**config.mk**
```make
export PLATFORM = sky130hd
export DESIGN_NAME = sprite_sched
export DESIGN_NICKNAME = d
export VERILOG_FILES = /design/src/rtl/sprite_sched.sv
export SDC_FILE = /design/constraint.sdc
export NUM_CORES = 1
export LEC_CHECK = 0
export BUFFER_PORTS_ARGS = -buffer_cell sky130_fd_sc_hd__buf_2
export CELL_PAD_IN_SITES_DETAIL_PLACEMENT = 0
export CELL_PAD_IN_SITES_GLOBAL_PLACEMENT = 2
export CORE_MARGIN = 1
export CORE_UTILIZATION = 25
export CTS_BUF_LIST = sky130_fd_sc_hd__clkbuf_4
export DETAILED_ROUTE_END_ITERATION = 12
export PLACE_DENSITY = 0.61
export SLEW_MARGIN = 0
export SYNTH_ARGS = -nofsm -noshare
export SYNTH_HDL_FRONTEND = slang
export SYNTH_HIERARCHICAL = 1
export SYNTH_SLANG_ARGS = --single-unit
```
**constraint.sdc**
```tcl
create_clock -name clk -period 4.4 [get_ports clk]
set_input_delay 0.22 -clock clk [delete_from_list [all_inputs] [get_ports clk]]
set_output_delay 0.22 -clock clk [all_outputs]
set_load 0.05 [all_outputs]
```
**src/rtl/sprite_sched.sv**
```systemverilog
// sprite_sched: frame-driven position sequencer and priority pixel arbiter
// for a bank of NSPR sprites sharing one CLUT.
// Optional feature: define SPRITE_SCHED_BOUNCE_EN to bounce sprites off the
// screen edges (clamp X, negate VX) instead of wrapping them around.

// Per-sprite position/velocity registers and edge handling.
module sprite_lane #(
    parameter int CORDW     = 12,
    parameter int H_RES     = 1024,
    parameter int SPR_DRAWW = 128,
    parameter int INIT_X    = 1024,
    parameter int INIT_Y    = 240,
    parameter int INIT_VX   = -2
) (
    input  logic             clk,
    input  logic             rst_n,
    input  logic             upd,
    input  logic             wr_x,
    input  logic             wr_y,
    input  logic             wr_vx,
    input  logic [CORDW-1:0] wr_data,
    output logic [CORDW-1:0] x,
    output logic [CORDW-1:0] y
);
    localparam logic signed [CORDW:0] LIM_L   = (CORDW+1)'(-SPR_DRAWW);
    localparam logic signed [CORDW:0] LIM_R   = (CORDW+1)'(H_RES);
    localparam logic [CORDW-1:0]      X_LEFT  = CORDW'(1 - SPR_DRAWW);
    localparam logic [CORDW-1:0]      X_RIGHT = CORDW'(H_RES);

    logic [CORDW-1:0]        vx;
    logic signed [CORDW:0]   nx;
    logic                    at_left;
    logic                    at_right;

    // next X one bit wider so the edge tests cannot overflow
    always_comb begin
        nx       = $signed({x[CORDW-1], x}) + $signed({vx[CORDW-1], vx});
        at_left  = (nx <= LIM_L);
        at_right = (nx > LIM_R);
    end

    // register update: config write beats the sequencer on the same field
    always_ff @(posedge clk) begin
        if (!rst_n) begin
            x  <= CORDW'(INIT_X);
            y  <= CORDW'(INIT_Y);
            vx <= CORDW'(INIT_VX);
        end else begin
            if (wr_x)
                x <= wr_data;
            else if (upd) begin
`ifdef SPRITE_SCHED_BOUNCE_EN
                if (at_left)       x <= X_LEFT;
                else if (at_right) x <= X_RIGHT;
                else               x <= nx[CORDW-1:0];
`else
                if (at_left)       x <= X_RIGHT;
                else if (at_right) x <= X_LEFT;
                else               x <= nx[CORDW-1:0];
`endif
            end
            if (wr_y)
                y <= wr_data;
            if (wr_vx)
                vx <= wr_data;
`ifdef SPRITE_SCHED_BOUNCE_EN
            else if (upd && (at_left || at_right))
                vx <= -vx;
`endif
        end
    end
endmodule

module sprite_sched #(
    parameter int NSPR       = 4,
    parameter int CORDW      = 12,
    parameter int CIDXW      = 4,
    parameter int H_RES      = 1024,
    parameter int SPR_DRAWW  = 128,
    parameter int TRANS_INDX = 9,
    parameter int INIT_X     = 1024,
    parameter int INIT_Y     = 240,
    parameter int INIT_VX    = -2
) (
    input  logic                  clk,
    input  logic                  rst_n,
    input  logic                  frame,
    input  logic                  cfg_we,
    input  logic [3:0]            cfg_idx,
    input  logic [1:0]            cfg_sel,
    input  logic [CORDW-1:0]      cfg_data,
    input  logic [NSPR-1:0]       spr_drawing,
    input  logic [NSPR*CIDXW-1:0] spr_pix,
    output logic [NSPR*CORDW-1:0] sprx,
    output logic [NSPR*CORDW-1:0] spry,
    output logic [CIDXW-1:0]      pix,
    output logic                  drawing,
    output logic                  busy,
    output logic                  overrun
);
    localparam logic [CIDXW-1:0] TRANS    = CIDXW'(TRANS_INDX);
    localparam logic [3:0]       LAST_IDX = 4'(NSPR - 1);

    typedef enum logic {IDLE, UPDATE} state_t;

    state_t           state;
    logic [3:0]       idx;
    logic [CIDXW-1:0] win_pix;
    logic             win_any;

    // one lane per sprite; cfg_idx >= NSPR matches no lane and is dropped
    for (genvar i = 0; i < NSPR; i++) begin : g_lane
        sprite_lane #(
            .CORDW(CORDW), .H_RES(H_RES), .SPR_DRAWW(SPR_DRAWW),
            .INIT_X(INIT_X), .INIT_Y(INIT_Y), .INIT_VX(INIT_VX)
        ) u_lane (
            .clk    (clk),
            .rst_n  (rst_n),
            .upd    (state == UPDATE && idx == 4'(i)),
            .wr_x   (cfg_we && cfg_sel == 2'd0 && cfg_idx == 4'(i)),
            .wr_y   (cfg_we && cfg_sel == 2'd1 && cfg_idx == 4'(i)),
            .wr_vx  (cfg_we && cfg_sel == 2'd2 && cfg_idx == 4'(i)),
            .wr_data(cfg_data),
            .x      (sprx[i*CORDW +: CORDW]),
            .y      (spry[i*CORDW +: CORDW])
        );
    end

    // update sequencer: one sprite per cycle after a frame pulse
    always_ff @(posedge clk) begin
        if (!rst_n) begin
            state   <= IDLE;
            idx     <= '0;
            busy    <= 1'b0;
            overrun <= 1'b0;
        end else begin
            case (state)
                IDLE: if (frame) begin
                    state <= UPDATE;
                    idx   <= '0;
                    busy  <= 1'b1;
                end
                UPDATE: begin
                    if (frame)
                        overrun <= 1'b1;
                    if (idx == LAST_IDX) begin
                        state <= IDLE;
                        busy  <= 1'b0;
                        idx   <= '0;
                    end else begin
                        idx <= idx + 4'd1;
                    end
                end
                default: state <= IDLE;
            endcase
        end
    end

    // priority pick: scan high to low so the lowest opaque sprite is left
    always_comb begin
        win_pix = TRANS;
        win_any = 1'b0;
        for (int i = NSPR - 1; i >= 0; i--) begin
            if (spr_drawing[i] && spr_pix[i*CIDXW +: CIDXW] != TRANS) begin
                win_pix = spr_pix[i*CIDXW +: CIDXW];
                win_any = 1'b1;
            end
        end
    end

    // arbiter output register, one cycle behind the sprite pixels
    always_ff @(posedge clk) begin
        if (!rst_n) begin
            pix     <= TRANS;
            drawing <= 1'b0;
        end else begin
            pix     <= win_pix;
            drawing <= win_any;
        end
    end
endmodule

```
==> flow_metrics.env, run 1 <==
export IMPL_fin_crit_ps=3120
export IMPL_dr_pass1_iters=5
export IMPL_ys_seq_elements=156
export IMPL_antenna_found_initial=1
export IMPL_async_reset_ff_frac=0
export IMPL_r2r_end="g_lane[0].u_lane/x[2]"
export IMPL_layoutNonFillerInstCount=1662
export IMPL_worst_path_max_delay_cell="or4b_1"
export IMPL_avgSynthCellArea_um2=9.07
export IMPL_synth_edf_count=0
export IMPL_fin_nets=1278
export IMPL_finClkSkew_ps=21.8
export IMPL_clk_latency_ps=580
export IMPL_port_buffers=144
export IMPL_maxCapViolations=0
export IMPL_cts_setup_buffers=0
export IMPL_rows=70
export IMPL_viasPerCell=4.87
export IMPL_finalWorstSetupSlack_ps=1280
export IMPL_grt_max_degree=68
export IMPL_place_area_mm2=0.0106
export IMPL_cts_sinks=156
export IMPL_cts_tree="built"
export IMPL_use_met3=0.0301
export IMPL_critPathRequiredTime_ps=4900
export IMPL_coreArea_mm2=0.0367
export IMPL_dp_cells=1616
export IMPL_synth_top_cell_area_share=0.334
export IMPL_vias=8087
export IMPL_drc=0
export IMPL_htree_levels=4
export IMPL_synth_main_ff_cell="dfxtp_1"
export IMPL_fin_area_mm2=0.0111
export IMPL_leakage_nw=4.22
export IMPL_clkTransAtPathRegs_ps=170
export IMPL_post_drt_wl_per_cell_um=19.0
export IMPL_grt_pass1_wl_um=49300
export IMPL_postRouteAntennaNets=0
export IMPL_mostFrequentLayoutCell="dfxtp_1"
export IMPL_cp_num_cells=9
export IMPL_crit_path_max_incr_delay_ps=570
export IMPL_rsz0062_at_grt="no"
export IMPL_yosys_top_cells_area="dfxtp_1, mux2i_1, ha_1"
export IMPL_overflow=0
export IMPL_synth_cell_type_count=74
export IMPL_yosysTopAreaCell="dfxtp_1"
export IMPL_dp_hpwl_um=22000
export IMPL_ff2ff_path_depth=9
export IMPL_peakVddDrop_mv=0.210
export IMPL_area_growth_pct=18.2
export IMPL_grt_pass1_vias=8135
export IMPL_die_area_mm2=0.0382
export IMPL_cts_inserted_buffers=17
export IMPL_cp_max_fo=7
export IMPL_max_slew_margin_rel=0.345
export IMPL_met1_usage=0.233
export IMPL_period_share=0.709
export IMPL_slew_viol_final=0
export IMPL_min_path_cells=3
export IMPL_cts_root_buffer_cell="clkbuf_4"
export IMPL_hold_viol=0
export IMPL_r2r_start="g_lane[0].u_lane/x[0]"
export IMPL_tightest_slew_ps=981
export IMPL_fmax_ghz=0.321
export IMPL_layout_drive_gt1_share=0.213
export IMPL_die_w_um=195
export IMPL_outcome="finished clean"
export IMPL_synthCells=1031
export IMPL_cp_data_arrival_time_ps=3620
export IMPL_path_class="flip-flop to flip-flop"
export IMPL_path_buf_inv=0
export IMPL_min_path_type="primary input to flip-flop"
export IMPL_fin_total_pwr_mw=4.53
export IMPL_r2r_setup_slack_ps=1280
export IMPL_worst_hold_slack_ps=112
export IMPL_min_to="pix[3]"
export IMPL_clk_path_buf_depth=2
export IMPL_powerDensity_mw_per_mm2=410
export IMPL_ios=145
export IMPL_use_met2=0.271
export IMPL_postSynthNetCount=1129
export IMPL_yosysWarnings=6
export IMPL_cp_end_kind="flip-flop"
export IMPL_final_cell_mix="dfxtp_1, buf_2, nand2_1"
export IMPL_die_h_um=195
export IMPL_place_congestion=0.751
export IMPL_syn_area_mm2=0.00935
export IMPL_drtIter0Drc=464
export IMPL_cp_start_kind="flip-flop"
export IMPL_setup_violations=0
export IMPL_pre_cts_slack_ps=1320
export IMPL_finish_utilization=0.301
export IMPL_fin_setup_tns_ps=0
export IMPL_hold_start="spr_pix[15]"
export IMPL_ctsHoldBuffers=13
export IMPL_start_util=0.255
export IMPL_cp_cell_sequence="ha_1 -> fa_1 -> a211oi_2 -> o21ai_2 -> o2111a_1 -> nor3_1 -> a41oi_2 -> or4b_1 -> o311ai_1"
export IMPL_grt_busiest_layer="met2"
export IMPL_cts_resized=0
export IMPL_ys_seq_area_frac=0.334
export IMPL_routed_wl_um=31600
export IMPL_cp_top_family="simple AND/OR/NAND/NOR gates"
export IMPL_track_usage=0.167
==> state kept, by name (all words and copies together) (netlist names) <==
signal	flops
state	1
busy	1
g_lane.u_lane/vx	48
idx	4
g_lane.u_lane/y	48
g_lane.u_lane/x	48
overrun	1
drawing	1
pix	4
==> worst max path at each step <==
stage | start | to | slack (ps)
after CTS | g_lane[3].u_lane/x[0] | g_lane[3].u_lane/x[2] | 1280
after detailed placement | g_lane[3].u_lane/x[0] | g_lane[3].u_lane/x[0] | 1320
after global placement | g_lane[3].u_lane/x[0] | g_lane[3].u_lane/x[0] | 1350
after floorplan | g_lane[0].u_lane/x[0] | g_lane[0].u_lane/x[1] | 1420
after global routing | g_lane[0].u_lane/x[1] | g_lane[0].u_lane/x[0] | 1020
final | g_lane[0].u_lane/x[0] | g_lane[0].u_lane/x[2] | 1280
==> worst reg2reg max path, stage by stage (launching register included) <==
cell and delay (ps):
dfxtp_1 350, ha_1 230, fa_1 430, a211oi_2 360
o21ai_2 140, o2111a_1 240, nor3_1 450, a41oi_2 180
or4b_1 570, o311ai_1 100
==> final cells by class <==
type                    instances  area, um2
fillers                      3893      25600
multi-input cells             803       5930
flip-flops and latches        156       3120
repair buffers                178       1010
well taps                     468        586
clock inverters                15        176
clock buffers                  17        128
inverters                      24       90.1
diodes                          1       2.50
==> cell usage after synthesis, types with 14 or more instances <==
library cell  count
dfxtp_1         156
nand2_1         121
mux2i_1          96
nor2_1           95
a21oi_1          69
ha_1             52
nor3b_1          49
clkbuf_1         28
xor2_1           27
inv_1            22
a221oi_1         20
and2_1           18
o21ai_0          18
o32ai_2          18
nand2b_1         16
nand3_1          15
o211ai_1         14
==> report_power, final <==
part	total, mW	internal (mW)	switching, mW	leakage (nW)
clock	0.985	0.359	0.626	0.158
combinational	1.97	0.686	1.28	2.80
sequential	1.57	1.48	0.0888	1.26
total	4.53	2.53	2.00	4.22
==> cells by family (layout without fill, tap and decap cells) <==
group | count (synthesis) | count (layout) | synth area share
AOI/OAI and AO/OA | 244 | 244 | 0.214
xor gates and xnor gates | 36 | 36 | 0.0345
adders and majority gates | 56 | 56 | 0.0781
buffers and inverters | 72 | 234 | 0.0321
DFF | 156 | 156 | 0.334
muxes | 97 | 97 | 0.104
other | 0 | 1 | 0
and+or+nand+nor | 370 | 370 | 0.204
==> metal layers <==
metal  vias up  part of all wire
met3        10             0.032
met4         0            0.0093
met5         -                 0
met1      3862              0.50
li1       4072                 -
met2       143              0.46
(Power assumes the default switching activity.)
==> run 2: changes to the inputs <==
- ABC_AREA: unset -> 1
- PLACE_DENSITY: 0.61 -> 0.68
- clock period: 4.4 -> 3 ns (I/O delays scaled with it)
==> flow_metrics.env, run 2 <==
export IMPL_clkTransAtPathRegs_ps=150
export IMPL_clk_latency_ps=570
export IMPL_place_congestion=0.792
export IMPL_synthCells=1515
export IMPL_mostFrequentLayoutCell="nand2_1"
export IMPL_min_to="g_lane[2].u_lane/y[7]"
export IMPL_min_path_type="primary input to flip-flop"
export IMPL_clk_path_buf_depth=2
export IMPL_grt_max_degree=43
export IMPL_overflow=0
export IMPL_die_area_mm2=0.0400
export IMPL_cts_tree="built"
export IMPL_layout_drive_gt1_share=0.167
export IMPL_worst_hold_slack_ps=71.4
export IMPL_r2r_start="g_lane[2].u_lane/x[0]"
export IMPL_fin_nets=1781
export IMPL_drc=0
export IMPL_port_buffers=144
export IMPL_fin_setup_tns_ps=0
export IMPL_cp_end_kind="flip-flop"
export IMPL_start_util=0.253
export IMPL_routed_wl_um=34800
export IMPL_max_slew_margin_rel=0.244
export IMPL_vias=9905
export IMPL_reg_largest_list="g_lane.u_lane/vx (48), g_lane.u_lane/x (48), g_lane.u_lane/y (48)"
export IMPL_synth_top_cell_area_share=0.319
export IMPL_yosysWarnings=6
export IMPL_powerDensity_mw_per_mm2=569
export IMPL_tightest_slew_ps=1130
export IMPL_outcome="finished clean"
export IMPL_leakage_nw=6.09
export IMPL_multi_input_area_mm2=0.00588
export IMPL_ys_seq_area_frac=0.319
export IMPL_finClkSkew_ps=26.4
export IMPL_min_path_cells=3
export IMPL_post_drt_wl_per_cell_um=15.7
export IMPL_grt_pass1_wl_um=54200
export IMPL_dr_pass1_iters=5
export IMPL_cts_inserted_buffers=17
export IMPL_fin_crit_ps=2520
export IMPL_ios=145
export IMPL_hold_start="cfg_data[7]"
export IMPL_async_reset_ff_frac=0
export IMPL_cts_sinks=156
export IMPL_final_cell_mix="nand2_1, nor2_1, nand3_1"
export IMPL_r2r_setup_slack_ps=480
export IMPL_postSynthNetCount=1613
export IMPL_maxCapViolations=0
export IMPL_drtIter0Drc=616
export IMPL_yosys_top_cells_area="dfxtp_1, nand2_1, nor2_1"
export IMPL_n_fill_cell=4380
export IMPL_path_class="flip-flop to flip-flop"
export IMPL_area_growth_pct=19.2
export IMPL_synth_most_common_cell="nand2_1"
export IMPL_ys_seq_elements=156
export IMPL_r2r_end="g_lane[2].u_lane/x[4]"
export IMPL_viasPerCell=4.47
export IMPL_ys_top_cells_by_count="nand2_1, nor2_1, nand3_1"
export IMPL_period_share=0.840
export IMPL_dp_hpwl_um=26500
export IMPL_synth_edf_count=0
export IMPL_fin_total_pwr_mw=6.65
export IMPL_hold_viol=0
export IMPL_coreArea_mm2=0.0386
export IMPL_slew_viol_final=0
export IMPL_critPathRequiredTime_ps=3490
export IMPL_postRouteAntennaNets=0
export IMPL_avgSynthCellArea_um2=6.46
export IMPL_grt_pass1_vias=9523
export IMPL_ff2ff_path_depth=17
export IMPL_regArea_mm2=0.00312
export IMPL_fmax_ghz=0.397
export IMPL_syn_area_mm2=0.00979
export IMPL_die_w_um=200
export IMPL_synth_cell_type_count=36
export IMPL_setup_violations=0
export IMPL_antenna_found_initial=1
export IMPL_rows=72
export IMPL_cp_max_fo=12
export IMPL_die_h_um=200
export IMPL_synth_main_ff_cell="dfxtp_1"
export IMPL_yosysTopAreaCell="dfxtp_1"
export IMPL_rsz0062_at_grt="no"
export IMPL_cp_start_kind="flip-flop"
export IMPL_peakVddDrop_mv=0.296
export IMPL_track_usage=0.178
export IMPL_htree_levels=4
export IMPL_cp_data_arrival_time_ps=3010
export IMPL_cts_root_buffer_cell="clkbuf_4"
[run 2: cell count changes after synthesis, sizes merged, moves of 16 or more]
| cell | delta |
|---|---|
| a221oi | -20 |
| xor2 | -28 |
| inv | +132 |
| nand2 | +362 |
| o32ai | -18 |
| a22oi | +19 |
| nand3 | +162 |
| nor3b | -49 |
| nand2b | -16 |
| nor2 | +147 |
| mux2i | -96 |
| a22o | +23 |
[run 2: how the worst max path moves through the flow]
stage | start | to | cells after the start
after global placement | g_lane[1].u_lane/x[0] | g_lane[1].u_lane/x[10] | 16
final | g_lane[2].u_lane/x[0] | g_lane[2].u_lane/x[4] | 17
after CTS | spr_pix[10] | pix[2] | 12
after detailed placement | g_lane[1].u_lane/x[0] | g_lane[1].u_lane/x[2] | 17
after floorplan | g_lane[0].u_lane/x[0] | g_lane[0].u_lane/x[11] | 15
after global routing | g_lane[1].u_lane/x[0] | g_lane[1].u_lane/x[3] | 17
[run 2: what timing repair did]
| action | in CTS | in global routing |
|---|---|---|
| setup buffers | 0 | 0 |
| endpoints found under the hold margin | 35 | 2 |
| gates resized for setup | 0 | 1 |
| hold buffers | 25 | 2 |
| setup endpoints to repair | 0 | 1 |
[run 2: stage by stage]
| step | util | area (um2) | instances | setup WS (ps) |
|---|---|---|---|---|
| floorplan | - | 9790 | 1515 | 521 |
| global placement | 0.288 | 11100 | 2156 | 441 |
| detailed placement | 0.288 | 11100 | 2156 | 485 |
| CTS | 0.302 | 11700 | 2213 | 102 |
| global route | 0.302 | 11700 | 2216 | 124 |
| finish | 0.302 | 11700 | 2216 | 481 |
[run 2: cell type report]
class,instances,area share
multi-input cells,1157,0.503
flip-flops and latches,156,0.267
repair buffers,190,0.0971
clock buffers,18,0.0116
clock inverters,14,0.0124
well taps,518,0.0555
inverters,161,0.0522
diodes,2,0.000429
[run 2: kinds of logic after synthesis]
family | after synthesis | share of synthesized area
xor gates and xnor gates | 1 | 0.000895
adders and majority gates | 56 | 0.0746
AOI/OAI and AO/OA | 170 | 0.117
and+or+nand+nor | 930 | 0.408
DFF | 156 | 0.319
buffers and inverters | 202 | 0.0811
[run 2: where the power goes]
group          switching [mW]  total [mW]  internal (mW)
logic                    2.06        3.04          0.980
clock network           0.834        1.34          0.505
registers              0.0981        2.26           2.17
total                    3.00        6.65           3.65
[run 2: layer usage]
layer  GRT usage  vias to the layer above  routed length (um)
li1            -                     5215                   -
met1       0.243                     4503               17200
met2       0.285                      158               15700
met3      0.0348                       29                1380
met4      0.0469                        0                 537
met5           0                        -                   0
[run 2: worst max-delay path, cell delays in order, from the launching register on]
cell,delay [ps]
dfxtp_1,350
ha_1,250
fa_1,390
nand2_1,110
nand2_1,130
nand3_1,120
nand2_1,80
nand2_1,100
nand2_1,60
nand2_1,70
nand2_2,80
nor2_1,110
nand3_1,90
nand2_2,230
nand2_1,90
nor2_1,110
nor2_1,50
nor2_1,70
==> run 3: changes to the inputs <==
- PLACE_DENSITY: 0.68 -> 0.7
- clock period: 3 -> 2 ns (I/O delays scaled with it)
==> flow_metrics.env, run 3 (synthesis gave the netlist of run 2 again) <==
export IMPL_grt_pass1_wl_um=58300
export IMPL_overflow=0
export IMPL_mostFrequentLayoutCell="nand2_1"
export IMPL_switchingPower_mw=5.61
export IMPL_die_w_um=200
export IMPL_crit_path_max_incr_delay_ps=400
export IMPL_finClkSkew_ps=30.2
export IMPL_swShare=0.444
export IMPL_fin_area_mm2=0.0147
export IMPL_routed_wl_um=37900
export IMPL_dp_hpwl_um=27400
export IMPL_cp_cell_sequence="ha_4 -> fa_2 -> nand2_4 -> nand2_4 -> nand4_1 -> nand2_1 -> nand2_1 -> nand2_1 -> nand2_1 -> nand2_2 -> a21oi_4 -> nand2_8 -> nand2_1 -> nor2_1 -> nor2_1 -> nor2_1"
export IMPL_start_util=0.253
export IMPL_fin_crit_ps=2350
export IMPL_coreArea_mm2=0.0386
export IMPL_rows=72
export IMPL_cp_max_fo=6
export IMPL_cts_root_buffer_cell="clkbuf_4"
export IMPL_fin_nets=1990
export IMPL_path_class="flip-flop to flip-flop"
export IMPL_power_frac_comb=0.575
export IMPL_slew_viol_final=0
export IMPL_cts_tree="built"
export IMPL_max_slew_margin_rel=0.242
export IMPL_post_drt_wl_per_cell_um=15.6
export IMPL_final_cell_mix="nand2_1, buf_4, nor2_1"
export IMPL_clk_path_buf_depth=2
export IMPL_power_internal_mw=7.02
export IMPL_layout_drive_gt1_share=0.398
export IMPL_vias=10781
export IMPL_maxCapViolations=0
export IMPL_ios=145
export IMPL_hold_viol=1
export IMPL_tightest_slew_ps=1130
export IMPL_violations="hold timing, setup timing"
export IMPL_postRouteAntennaNets=0
export IMPL_peakVddDrop_mv=0.611
export IMPL_die_h_um=200
export IMPL_finish_utilization=0.380
export IMPL_reg_largest_list="g_lane.u_lane/vx (48), g_lane.u_lane/x (48), g_lane.u_lane/y (48)"
export IMPL_cp_end_kind="flip-flop"
export IMPL_cp_start_kind="flip-flop"
export IMPL_outcome="complete, but fails checks"
export IMPL_multi_input_area_mm2=0.00720
export IMPL_powerDensity_mw_per_mm2=860
export IMPL_place_area_mm2=0.0125
export IMPL_area_growth_pct=50.1
export IMPL_fmax_ghz=0.425
export IMPL_pwr_share_seq=0.269
export IMPL_cts_sinks=156
export IMPL_drc=0
export IMPL_rsz0062_at_grt="yes"
export IMPL_min_path_type="primary input to flip-flop"
export IMPL_grt_pass1_vias=10493
export IMPL_clkTransAtPathRegs_ps=140
export IMPL_period_share=1.18
export IMPL_place_congestion=0.807
export IMPL_drtIter0Drc=400
export IMPL_dr_pass1_iters=5
export IMPL_regArea_mm2=0.00321
export IMPL_htree_levels=4
export IMPL_clk_latency_ps=580
export IMPL_cp_data_arrival_time_ps=2810
export IMPL_track_usage=0.191
export IMPL_viasPerCell=4.45
export IMPL_clkPwrFrac=0.156
export IMPL_leakage_nw=7.19
export IMPL_critPathRequiredTime_ps=2460
export IMPL_setup_violations=48
export IMPL_port_buffers=144
export IMPL_worst_path_max_delay_cell="fa_2"
export IMPL_die_area_mm2=0.0400
export IMPL_worst_hold_slack_ps=-1.01
export IMPL_finalWorstSetupSlack_ps=-351
export IMPL_antenna_found_initial=3
export IMPL_cpMostUsedCell="nand2_1"
export IMPL_cp_top_family="simple AND/OR/NAND/NOR gates"
export IMPL_cts_inserted_buffers=17
export IMPL_grt_max_degree=33
export IMPL_n_fill_cell=4148
export IMPL_path_buf_inv=0
-- run 3: cell types whose count changed in the layout (fill, tap and decap cells not counted), moves of 23 or more --
cell / change
buf_4: +180
dfxtp_1: -55
dfxtp_2: +48
ha_1: -24
ha_4: +24
nand2_1: -94
nand2_2: +69
nand2_4: +26
nand3_1: -39
nand3_2: +24
nor2_1: -35
nor2_2: +23
-- run 3: repair_timing --
action,CTS,global route
pin swaps,64,92
hold endpoints to repair,97,3
endpoints found under the setup margin,48,51
hold buffers,43,2
resized for setup,105,197
gates cloned,3,1
setup buffers,8,15
-- run 3: through the flow --
stage / setup WS (ps) / cells / power [mW] / TNS [ps] / hold WS [ps]
2_1_floorplan: -158 / 1515 / 7.11 / -6200 / 207
3_3_place_gp: -338 / 2324 / 9.03 / -14580 / 337
3_5_place_dp: -349 / 2324 / 9.05 / -15010 / 346
4_1_cts: -303 / 2408 / 11.9 / -12710 / 73.4
5_1_grt: -473 / 2422 / 13.6 / -19820 / 21.0
6_report: -351 / 2423 / 12.6 / -13790 / -1.01
-- run 3: final timing paths --
kind,end,start,slack [ps],cells past startpoint
max,g_lane[0].u_lane/x[1],g_lane[0].u_lane/x[0],-350,16
min,pix[0],spr_pix[0],-1,7
max reg2reg,g_lane[0].u_lane/x[1],g_lane[0].u_lane/x[0],-350,16
min reg2reg,g_lane[0].u_lane/y[7],g_lane[0].u_lane/y[7],470,2
-- run 3: metal layers --
| layer | up-vias | routed length [um] | GRT usage |
|---|---|---|---|
| li1 | 5649 | - | - |
| met1 | 4978 | 17700 | 0.249 |
| met2 | 131 | 18600 | 0.327 |
| met3 | 21 | 1190 | 0.0297 |
| met4 | 2 | 381 | 0.0458 |
| met5 | - | 12 | 0 |
-- run 3: power by group through the flow --
stage | clock [mW] | combinational, mW | sequential (mW)
final | 1.97 | 7.26 | 3.40
after CTS | 2.06 | 6.40 | 3.39
after floorplan | 0 | 3.22 | 3.89
after detailed placement | 0 | 5.61 | 3.44
after global placement | 0 | 5.59 | 3.44
after global routing | 2.16 | 7.98 | 3.42
-- run 3: worst reg2reg max path, stage by stage (launching register included) --
cell,delay (ps)
dfxtp_4,380
ha_4,160
fa_2,400
nand2_4,100
nand2_4,60
nand4_1,110
nand2_1,100
nand2_1,90
nand2_1,50
nand2_1,60
nand2_2,90
a21oi_4,300
nand2_8,110
nand2_1,80
nor2_1,40
nor2_1,80
nor2_1,40
-- run 3: area by class of cell --
class,count,area share
multi-input cells,1161,0.490
flip-flops and latches,156,0.218
repair buffers,395,0.188
diodes,2,0.000341
inverters,161,0.0415
well taps,518,0.0441
clock buffers,18,0.00919
clock inverters,12,0.00851
